===== src/rtl/i2s_stereo_capture_pkg.sv =====
// Shared types and defaults for the I2S stereo capture front end.
package i2s_stereo_capture_pkg;

  localparam int DATA_WIDTH_DEF = 16;
  localparam int SLOT_WIDTH_DEF = 32;
  localparam int SYNC_STAGES_DEF = 2;

  typedef enum logic [1:0] {
    IDLE  = 2'd0,
    LEFT  = 2'd1,
    RIGHT = 2'd2
  } state_t;

  // Counter must hold SLOT_WIDTH+1 so an over-long slot is detectable.
  function automatic int cnt_width(input int slot_width);
    return $clog2(slot_width + 2);
  endfunction

endpackage


===== src/rtl/i2s_sync_edge.sv =====
// Multi-stage synchronizer for sck/ws/sd with a registered sck rising-edge strobe.
module i2s_sync_edge #(
  parameter int STAGES = 2
) (
  input  logic clk,
  input  logic reset,
  input  logic sck,
  input  logic ws,
  input  logic sd,
  output logic sck_rise,
  output logic ws_s,
  output logic sd_s
);

  logic [STAGES-1:0] sck_sync;
  logic [STAGES-1:0] ws_sync;
  logic [STAGES-1:0] sd_sync;
  logic              sck_prev;

  always_ff @(posedge clk or posedge reset) begin
    if (reset) begin
      sck_sync <= '0;
      ws_sync  <= '0;
      sd_sync  <= '0;
      sck_prev <= 1'b0;
      sck_rise <= 1'b0;
      ws_s     <= 1'b0;
      sd_s     <= 1'b0;
    end else begin
      sck_sync <= {sck_sync[STAGES-2:0], sck};
      ws_sync  <= {ws_sync[STAGES-2:0], ws};
      sd_sync  <= {sd_sync[STAGES-2:0], sd};
      sck_prev <= sck_sync[STAGES-1];
      // ws/sd are registered alongside the strobe so all three stay aligned.
      sck_rise <= sck_sync[STAGES-1] & ~sck_prev;
      ws_s     <= ws_sync[STAGES-1];
      sd_s     <= sd_sync[STAGES-1];
    end
  end

endmodule


===== src/rtl/i2s_stereo_capture.sv =====
// I2S stereo deserializer: emits one aligned left/right pair per frame
// with a single-cycle valid strobe and a sticky framing-error flag.
module i2s_stereo_capture
  import i2s_stereo_capture_pkg::*;
#(
  parameter int DATA_WIDTH  = DATA_WIDTH_DEF,
  parameter int SLOT_WIDTH  = SLOT_WIDTH_DEF,
  parameter int SYNC_STAGES = SYNC_STAGES_DEF
) (
  input  logic                  clk,
  input  logic                  reset,
  input  logic                  enable,
  input  logic                  i2s_sck,
  input  logic                  i2s_ws,
  input  logic                  i2s_sd,
  output logic [DATA_WIDTH-1:0] left_data_out,
  output logic [DATA_WIDTH-1:0] right_data_out,
  output logic                  sample_valid,
  output logic                  frame_error
);

  localparam int CW = cnt_width(SLOT_WIDTH);
  localparam logic [CW-1:0] CNT_DW  = CW'(DATA_WIDTH);
  localparam logic [CW-1:0] CNT_SW  = CW'(SLOT_WIDTH);
  localparam logic [CW-1:0] CNT_MAX = CW'(SLOT_WIDTH + 1);

  logic                  bit_ev;
  logic                  ws_s;
  logic                  sd_s;
  logic                  ws_q;
  state_t                state;
  state_t                state_n;
  logic [CW-1:0]         bit_cnt;
  logic [CW-1:0]         cnt_inc;
  logic [DATA_WIDTH-1:0] left_sr;
  logic [DATA_WIDTH-1:0] right_sr;
  logic [DATA_WIDTH-1:0] left_next;
  logic [DATA_WIDTH-1:0] right_next;
  logic [DATA_WIDTH-1:0] hold;
  logic                  boundary;
  logic                  shift_on;
  logic                  count_ok;
  logic                  hold_load;
  logic                  present;
  logic                  err;
  logic                  cnt_clr;
  logic                  cnt_step;

  i2s_sync_edge #(
    .STAGES(SYNC_STAGES)
  ) u_sync (
    .clk     (clk),
    .reset   (reset),
    .sck     (i2s_sck),
    .ws      (i2s_ws),
    .sd      (i2s_sd),
    .sck_rise(bit_ev),
    .ws_s    (ws_s),
    .sd_s    (sd_s)
  );

  assign boundary = bit_ev & (ws_s != ws_q);
  assign shift_on = enable & bit_ev & (state != IDLE)
                  & (bit_cnt < CNT_DW);
  assign cnt_inc  = (bit_cnt == CNT_MAX) ? bit_cnt
                                         : bit_cnt + CW'(1);
  assign count_ok = (cnt_inc >= CNT_DW) && (cnt_inc <= CNT_SW);

  // The bit at a boundary still belongs to the old slot, so the
  // latched words must include this cycle's shift.
  assign left_next  = (shift_on && !ws_q)
                    ? {left_sr[DATA_WIDTH-2:0], sd_s} : left_sr;
  assign right_next = (shift_on && ws_q)
                    ? {right_sr[DATA_WIDTH-2:0], sd_s} : right_sr;

  always_ff @(posedge clk or posedge reset) begin
    if (reset) begin
      state <= IDLE;
    end else begin
      state <= state_n;
    end
  end

  always_comb begin
    state_n   = state;
    hold_load = 1'b0;
    present   = 1'b0;
    err       = 1'b0;
    cnt_clr   = 1'b0;
    cnt_step  = 1'b0;
    if (!enable) begin
      state_n = IDLE;
      cnt_clr = 1'b1;
    end else if (bit_ev) begin
      unique case (state)
        IDLE: begin
          if (boundary && ws_q) begin
            state_n = LEFT;
            cnt_clr = 1'b1;
          end
        end
        LEFT, RIGHT: begin
          cnt_step = 1'b1;
          if (boundary) begin
            cnt_clr = 1'b1;
            if (!count_ok) begin
              err     = 1'b1;
              state_n = IDLE;
            end else if (state == LEFT) begin
              hold_load = 1'b1;
              state_n   = RIGHT;
            end else begin
              present = 1'b1;
              state_n = LEFT;
            end
          end else if (cnt_inc > CNT_SW) begin
            err     = 1'b1;
            cnt_clr = 1'b1;
            state_n = IDLE;
          end
        end
        default: begin
          state_n = IDLE;
          cnt_clr = 1'b1;
        end
      endcase
    end
  end

  always_ff @(posedge clk or posedge reset) begin
    if (reset) begin
      ws_q           <= 1'b0;
      bit_cnt        <= '0;
      left_sr        <= '0;
      right_sr       <= '0;
      hold           <= '0;
      left_data_out  <= '0;
      right_data_out <= '0;
      sample_valid   <= 1'b0;
      frame_error    <= 1'b0;
    end else begin
      sample_valid <= present;
      if (bit_ev) begin
        ws_q <= ws_s;
      end
      left_sr  <= left_next;
      right_sr <= right_next;
      if (cnt_clr) begin
        bit_cnt <= '0;
      end else if (cnt_step) begin
        bit_cnt <= cnt_inc;
      end
      if (hold_load) begin
        hold <= left_next;
      end
      if (present) begin
        left_data_out  <= hold;
        right_data_out <= right_next;
      end
      if (err) begin
        frame_error <= 1'b1;
      end
    end
  end

endmodule

===== config.mk =====
export PLATFORM = sky130hd
export DESIGN_NAME = i2s_stereo_capture
export DESIGN_NICKNAME = d
export VERILOG_FILES = /design/src/rtl/i2s_stereo_capture_pkg.sv /design/src/rtl/i2s_sync_edge.sv /design/src/rtl/i2s_stereo_capture.sv
export SDC_FILE = /design/constraint.sdc
export NUM_CORES = 1
export LEC_CHECK = 0
export CAP_MARGIN = 30
export CORE_AREA = 2 2 87 89
export CTS_BUF_LIST = sky130_fd_sc_hd__clkbuf_16
export DETAILED_ROUTE_END_ITERATION = 10
export DIE_AREA = 0 0 89 91
export GPL_TIMING_DRIVEN = 0
export PLACE_DENSITY = 0.83
export SYNTH_ARGS = -nofsm -noshare
export SYNTH_HDL_FRONTEND = slang
export SYNTH_SLANG_ARGS = --single-unit

===== constraint.sdc =====
create_clock -name clk -period 6.7 [get_ports clk]
set_input_delay 1.34 -clock clk [delete_from_list [all_inputs] [get_ports clk]]
set_output_delay 1.34 -clock clk [all_outputs]
set_load 0.005 [all_outputs]

==> summary.txt <==
Outcome
  – Outcome: complete, no violations

Worst setup path
  – Worst path max stage delay: about 0.40 ns
  – Crit path to: hold[8]
  – Reg-to-Reg End: left_data_out[1]
  – Critical-path maximum fanout: 10
  – Worst Path Arrival: about 3.2 ns
  – Crit Path Class: in2reg
  – WP data required: 6.92 ns
  – CP endpoint kind: flop
  – Reg2reg setup slack: around 4.2 ns
  – Slowest CP cell: mux2_2
  – Critical Path Source Type: input port
  – Most used cell, CP: buf_2
  – Crit Reg-Reg Startpoint: state[0]
  – Critical Path Source: enable
  – Worst r2r path cells: 10
  – Crit path cell chain: buf_2, nand2_1, nor4_1, nor2b_1, buf_2, buf_2, mux2_2, mux2_4

Routing
  – DRT iter0 DRCs: 96
  – DR vias/cell: between 5 and 6
  – Routed met2 length: between 3 and 4 mm
  – Total Routed Length: around 6.7 mm
  – Uppermost routed layer: met4
  – Vias: around 2300
  – Wire length per cell: approximately 15 um
  – Met1 wire length: ~3.1 mm
  – DRT Pass-1 Iters: 4
  – Drt drc: 0
  – Remaining antenna violation count: 0
  – Met3 WL: approximately 230 um

Timing
  – Hold slack: approximately 0.35 ns
  – Final Cycle Share: between 40% and 50%
  – Final setup vio count: 0
  – Final min period: approximately 3 ns
  – RSZ-0062 raised after global routing: no
  – Max frequency: 339 MHz
  – Post-route setup TNS: 0 ns
  – Final clock skew: around 0.0080 ns
  – Max transition margin: 64.8%
  – Slew at the pin closest to its max-slew limit: 0.523 ns
  – Slew Limit Fails: 0
  – Hold Violations, Final: 0
  – Final worst slack: roughly 3.8 ns

Clock network
  – Clock Latency Late Sink: ~0.34 ns
  – Hold_buf cts: 0
  – CTS root buf: clkbuf_16
  – Post_cts resized: 0
  – Sink Count: roughly 100
  – TritonCTS clock tree: done
  – Setup Buffers After CTS: 0
  – Clock buffer depth: 2
  – Clock slew at reported path FFs: roughly 0.070 ns
  – Number of H-tree levels: 3
  – CTS Buf Count: 9

Placed design
  – DP Area: 4770 um2
  – Detail Placement HPWL: between 4 and 5 mm
  – Pre-CTS WS: approximately 3.4 ns
  – # port buffers: 38
  – Gp weighted congestion: 0.868
  – Placed Cells: 425

Synthesis
  – Syn avg cell area: 14.8 um2
  – EDFF count, synth: 0
  – Syn. warnings: 0
  – Post-synthesis cell count: ~290
  – Cell variety after synth: between 40 and 50
  – Asr flop ratio synth: 100%
  – Mapped Nets: 299
  – Synthesized area: 4230 um2
  – Register area share after synthesis: between 50% and 60%
  – Main flop type after synthesis: dfrtp_1
  – Number of synthesized register bits: 101

Floorplan
  – Initial Util: between 50% and 60%
  – Cell Rows: 31
  – Die area: between 8000 and 9000 um2
  – Die Y: 91 um
  – # IOs: 40
  – Die width: approximately 89 um
  – Floorplan core area: between 7000 and 8000 um2

Finish
  – Layout fillers: 518
  – Most frequent cells in the layout: 101 x dfrtp_1, 73 x mux2_2, 38 x clkdlybuf4s50_1
  – Commonest non-fill, non-tap cell in the layout: dfrtp_1
  – Number of antenna diodes: 0
  – Final nets: ~350
  – Layout cells sized above 1: between 30% and 40%
  – Final Instance Area: 5080 um2
  – P&R area growth vs syn: 19.9%
  – Cell Count, Final, Fillers Out: approximately 440

Global route
  – First-pass GRT wire length: 11.8 mm
  – Largest net degree at the start of global routing: 78
  – Gr ovfl total: 0
  – All-Layer GR Usage: 18.7%
  – Vias in the first global route: about 2500
  – Initial antenna violation count: 0

Pwr
  – Power Density: 233 nW/um2
  – Static Leak: between 2 and 2.5 nW
  – Worst-case vdd ir drop: ~0.19 mV

Job
  – Max_cap viols: 0

Min path
  – Hold Crit Class: reg2reg
[flip-flops by register name (all words and copies together) (netlist names)]
register	count
left_data_out	16
sample_valid	1
bit_cnt	6
ws_q	1
state	2
u_sync.sd_sync	2
right_sr	16
u_sync.sck_rise	1
u_sync.sck_sync	2
u_sync.sd_s	1
frame_error	1
u_sync.ws_s	1
hold	16
right_data_out	16
left_sr	16
u_sync.sck_prev	1
u_sync.ws_sync	2
[kinds of logic after synthesis]
family          after synthesis  synth area share (%)
mux                          82                  22.6
buf+inv                      21                  4.08
fa+ha+maj                     6                  1.77
flops                       101                  59.7
xor+xnor                      7                  1.45
simple gates                 42                  5.82
compound gates               28                  4.58
[where the power goes]
group	internal [mW]	switching, mW	leakage [nW]
clock	0.296	0.228	0.155
combinational	0.0132	0.0232	0.920
sequential	0.616	0.00451	1.39
total	0.926	0.256	2.46
[cell usage after synthesis, drive strengths merged, types with 2 or more instances]
| master | number | share of area (%) |
|---|---|---|
| xor2 | 4 | 0.83 |
| a31o | 3 | 0.62 |
| nor2 | 3 | 0.27 |
| a21o | 2 | 0.38 |
| inv | 6 | 0.53 |
| dfrtp | 101 | 60 |
| nor4 | 3 | 0.44 |
| ha | 6 | 1.8 |
| buf | 12 | 2.6 |
| nor3 | 5 | 0.59 |
| nand4 | 3 | 0.44 |
| nand2 | 11 | 1.0 |
| mux2 | 82 | 23 |
| nand3b | 2 | 0.35 |
| and3 | 3 | 0.44 |
| clkbuf | 3 | 0.98 |
| a21oi | 11 | 1.3 |
| xnor2 | 3 | 0.62 |
| nor2b | 2 | 0.30 |
| nand3 | 4 | 0.77 |
| o21ai | 2 | 0.24 |
[metal layers]
metal	vias to the layer above	GRT usage [%]
met1	1162	26.1
met4	0	5.72
met3	10	3.73
li1	1126	-
met5	-	0
met2	46	29.7
[worst max-delay path: cells and delay by family]
| family | cells | cell delay [ns] |
|---|---|---|
| buf+inv | 3 | 0.63 |
| simple gates | 3 | 0.52 |
| mux | 2 | 0.67 |
[per-stage QoR]
step / util, % / total power [mW]
after floorplan: - / 0.656
after global placement: 66.4 / 0.667
after detailed placement: 66.8 / 0.670
after CTS: 71.1 / 1.19
after global routing: 71.1 / 1.22
final: 71.1 / 1.18
[how the worst min path moves through the flow]
stage / depth (start not counted) / start / endpoint
2_1_floorplan: 0 / u_sync.sck_sync[0] / u_sync.sck_sync[1]
3_3_place_gp: 0 / u_sync.sd_sync[1] / u_sync.sd_s
3_5_place_dp: 0 / u_sync.sd_sync[1] / u_sync.sd_s
4_1_cts: 0 / u_sync.sd_sync[1] / u_sync.sd_s
5_1_grt: 0 / u_sync.sd_sync[0] / u_sync.sd_sync[1]
6_report: 0 / u_sync.sd_sync[1] / u_sync.sd_s
[cell type report]
class,count,area [um2],share of cell area [%]
Timing Repair Buffer,39,408,8.04
Multi-Input combinational cell,165,1530,30.2
Tap cell,99,124,2.44
Clock buffer,9,225,4.44
Buffer,15,150,2.96
Clock inverter,7,82.6,1.63
Inverter,6,25.0,0.493
Sequential cell,101,2530,49.8
(Power assumes the default switching activity.)
==> patch 1 (config.mk and constraints unchanged) <==
`SLOT_WIDTH_DEF`: 32 -> 24.
--- a/src/rtl/i2s_stereo_capture_pkg.sv
+++ b/src/rtl/i2s_stereo_capture_pkg.sv
@@ -2,7 +2,7 @@
 package i2s_stereo_capture_pkg;
 
   localparam int DATA_WIDTH_DEF = 16;
-  localparam int SLOT_WIDTH_DEF = 32;
+  localparam int SLOT_WIDTH_DEF = 24;
   localparam int SYNC_STAGES_DEF = 2;
 
   typedef enum logic [1:0] {
Check against the original RTL: no difference found for any inputs over 10 cycles, from zero or initial values and one cycle with reset high; that may be too few to reach the edited logic, so the function may still have changed.
==> patch 1 against the unedited design <==
Clock power increased by 1%; global-route usage increased by 0.69 points; clock skew decreased by 2.4 ps; routed wire length increased by 3.1%; critical path type unchanged; critical endpoint is now hold[13]; sequential power decreased by 1%; sequential cell count decreased by 1; worst setup slack got worse by 320 ps; final area decreased by 1.7%; die area unchanged; worst hold slack improved by 6.8 ps; power about the same; synthesized cell count decreased by 5.2%; synthesized area decreased by 2.1%; highest routed layer unchanged; largest cell class unchanged.
==> patch 1: results <==
{
  "wirelength_um": 6930,
  "worstHoldStart": "u_sync.sck_sync[0]",
  "status": "finished clean",
  "place_ws_ps": 3180,
  "sw_frac_of_total_pct": 19.9,
  "buffers_excl_clock": 50,
  "dpl.hpwl_um": 4500,
  "r2r_slack_ps": 4370,
  "clock_power_w": 0.000529,
  "slew_headroom_pct": 50.6,
  "ir_drop_uv": 160,
  "arrival_ps": 3480,
  "synth_mux_area_share_pct": 23.4,
  "synth.avg_cell_area_um2": 15.2,
  "num_vias": 2231,
  "grt.total_usage_pct": 19.4,
  "use_met2_pct": 30.3,
  "hold_slack_ps": 356,
  "dp.cells": 411,
  "inverters": 7,
  "clock_area_share_pct": 6.07,
  "met3_usage_pct": 4.18,
  "multi_input_area_um2": 1500,
  "seq_share_pct": 50.1,
  "wire_per_inst_um": 16.3,
  "yosys-top-cells-area": "dfrtp_1 (60%), mux2_2 (18%), mux2_4 (3.6%), ha_1 (1.8%), buf_6 (1.6%)",
  "min_to": "u_sync.sck_sync[1]",
  "syn_nets": 284,
  "gr-usage-met1_pct": 26.9,
  "ys_seq_area_share_pct": 60.4,
  "nFillCells": 491
}
patch 1: cell types whose count changed after synthesis, sizes merged, moves of 3 or more:
cell   delta
nand3     +3
nand4     -3
buf       -3
a31o      -3
nor2      +3
a21oi     -7
patch 1: how the worst max path moves through the flow:
stage                 from           endpoint  slack [ps]  cells after the start
CTS                 enable           hold[13]        3470                      6
detailed placement  enable           hold[14]        3180                      6
floorplan            reset         bit_cnt[0]        2740                      1
global route        enable           hold[13]        3320                      6
global placement     reset  left_data_out[12]        1370                      2
finish              enable           hold[13]        3430                      6
patch 1: metal layers:
layer / share of wire, % / routed length (um)
met3: 3.5 / 245
met1: 45 / 3120
met5: 0 / 0
met4: 0.40 / 28
met2: 51 / 3540
patch 1: critical path, stage by stage:
cell and delay (ps):
clkdlybuf4s50_1 610, nand2_1 160, nor4_4 480, buf_6 240, mux2_2 370, mux2_2 270
==> patch 2 (same flow settings) <==
Without the edit above. Put one more register stage on the output `right_data_out`, cleared by the reset. The value now appears one clock later. The other outputs are not delayed to match.
--- a/src/rtl/i2s_stereo_capture.sv
+++ b/src/rtl/i2s_stereo_capture.sv
@@ -23,6 +23,8 @@
   localparam logic [CW-1:0] CNT_DW  = CW'(DATA_WIDTH);
   localparam logic [CW-1:0] CNT_SW  = CW'(SLOT_WIDTH);
   localparam logic [CW-1:0] CNT_MAX = CW'(SLOT_WIDTH + 1);
+
+  logic [DATA_WIDTH-1:0] right_data_s0;
 
   logic                  bit_ev;
   logic                  ws_s;
@@ -135,7 +137,7 @@
       right_sr       <= '0;
       hold           <= '0;
       left_data_out  <= '0;
-      right_data_out <= '0;
+      right_data_s0 <= '0;
       sample_valid   <= 1'b0;
       frame_error    <= 1'b0;
     end else begin
@@ -155,7 +157,7 @@
       end
       if (present) begin
         left_data_out  <= hold;
-        right_data_out <= right_next;
+        right_data_s0 <= right_next;
       end
       if (err) begin
         frame_error <= 1'b1;
@@ -163,4 +165,12 @@
     end
   end
 
+  always_ff @(posedge clk or posedge reset) begin
+    if (reset) begin
+      right_data_out <= '0;
+    end else begin
+      right_data_out <= right_data_s0;
+    end
+  end
+
 endmodule
Behaviour: same outputs for any inputs over 10 cycles, from zero or initial values and one cycle with reset high; that may be too few to reach the edited logic, so the function may still have changed.
==> patch 2 against the unedited design <==
Utilization is 10 points higher; worst setup slack worse by 500 ps; sequential cell count is 16 higher; sequential share of layout area is 0.68 points higher; critical path depth stayed put; final area is 14% higher; register-to-register slack worse by 140 ps; synthesized area is 10% higher; clock skew is 0.75 ps lower; routed wire length is 29% higher.
Power is not compared: it rests on default switching activity, and its combinational part moved more than twofold at a synthesized area within 25%.
==> patch 2: results <==
{
  "arrival_ps": 3720,
  "status": "finished clean",
  "ir_drop_uv": 218,
  "clk_transition_reported_paths_ps": 60,
  "place_congestion": 0.859,
  "grt_pass1_wl_um": 14500,
  "cp_max_fo": 10,
  "dr.pass1.iters": 5,
  "slew_headroom_pct": 48.9,
  "synth_ff_type": "dfrtp_1",
  "worstHoldStart": "u_sync.sck_sync[0]",
  "place_ws_ps": 2970,
  "leakagePower_nw": 2.94,
  "yosys-top-cells-area": "dfrtp_1 (63%), mux2_4 (13%), mux2_2 (10%), ha_1 (1.6%), buf_6 (1.2%)",
  "max_stage_delay_ps": 580,
  "cts_resized": 0,
  "io_buffers": 39,
  "finClkSkew_ps": 7.27,
  "worstSkewPairLatency_ps": 400,
  "h-tree-depth": 4,
  "hp-class": "register to register",
  "reg2reg_depth": 8,
  "synth_commonest_cells": "dfrtp_1 (117), mux2_2 (42), mux2_4 (39)",
  "timing.critical_path.from": "enable",
  "synth_cell_types": 38,
  "cts_buffer_depth": 2,
  "crit_path_top_delay_cell": "clkdlybuf4s50_1",
  "cts_setup_buffers": 0,
  "ys_async_sr_fraction_pct": 100,
  "dpl.hpwl_um": 5010,
  "whs_path_depth": 0,
  "wire_per_inst_um": 18.7,
  "ys_warn_count": 0,
  "ys_seq_area_share_pct": 62.7,
  "grt_max_degree": 64,
  "nets": 366,
  "via_per_inst": 5.49,
  "antenna_found_initial": 0,
  "syn_nets": 307,
  "root_buffer": "clkbuf_16",
  "n_antenna_cell": 0,
  "cp_top_family": "buffers and inverters",
  "cts_made_buffers": 17,
  "drive_gt1_share_pct": 35.5,
  "r2r_start": "state[0]",
  "grt_pass1_vias": 2842,
  "drtIter0Drc": 157,
  "grt.total_usage_pct": 24.3
}
[patch 2: per-stage QoR]
stage	instances	util [%]	hold slack, ps	total power, W	area (um^2)
2_1_floorplan	295	-	331	0.000798	4670
3_3_place_gp	433	72.6	334	0.000818	5180
3_5_place_dp	434	73.0	335	0.000824	5210
4_1_cts	465	81.3	347	0.00172	5800
5_1_grt	465	81.3	358	0.00177	5800
6_report	465	81.3	346	0.00171	5800
[patch 2: layout make-up]
cell class	instances	area, um^2
Clock buffer	17	425
Buffer	12	90.1
Clock inverter	14	164
Multi-Input combinational cell	159	1620
Sequential cell	117	2930
Timing Repair Buffer	40	418
Tap cell	99	124
Fill cell	405	1340
Inverter	7	28.8
[patch 2: per-layer routing]
| metal | GRT usage, % | vias to the layer above | wire length (um) |
|---|---|---|---|
| met5 | 0 | - | 0 |
| met4 | 8.46 | 0 | 142 |
| met3 | 6.82 | 12 | 308 |
| met2 | 39.6 | 60 | 4560 |
| met1 | 31.1 | 1329 | 3670 |
| li1 | - | 1151 | - |
[patch 2: logic make-up after synthesis]
family / Yosys count / share of synthesized area (%)
xor+xnor: 5 / 0.938
compound gates: 23 / 4.40
fa+ha+maj: 6 / 1.61
flops: 117 / 62.7
buf+inv: 19 / 2.49
mux: 83 / 23.1
simple gates: 42 / 4.72
[patch 2: path summary, 6_finish.rpt]
| check | end | slack (ps) |
|---|---|---|
| worst max-delay path | hold[13] | 3260 |
| worst min-delay path | u_sync.sck_sync[1] | 350 |
| worst max register to register | hold[13] | 4040 |
| worst min register to register | u_sync.sck_sync[1] | 350 |
| max in group asynchronous | hold[2] | 4530 |
| min in group asynchronous | right_data_out[12] | 1450 |
[patch 2: where the power goes]
part / switching [W] / total (W) / internal, W / leakage, nW
clock: 0.000315 / 0.000895 / 0.000580 / 0.284
combinational: 0.0000411 / 0.0000735 / 0.0000324 / 1.05
sequential: 0.0000132 / 0.000741 / 0.000727 / 1.60
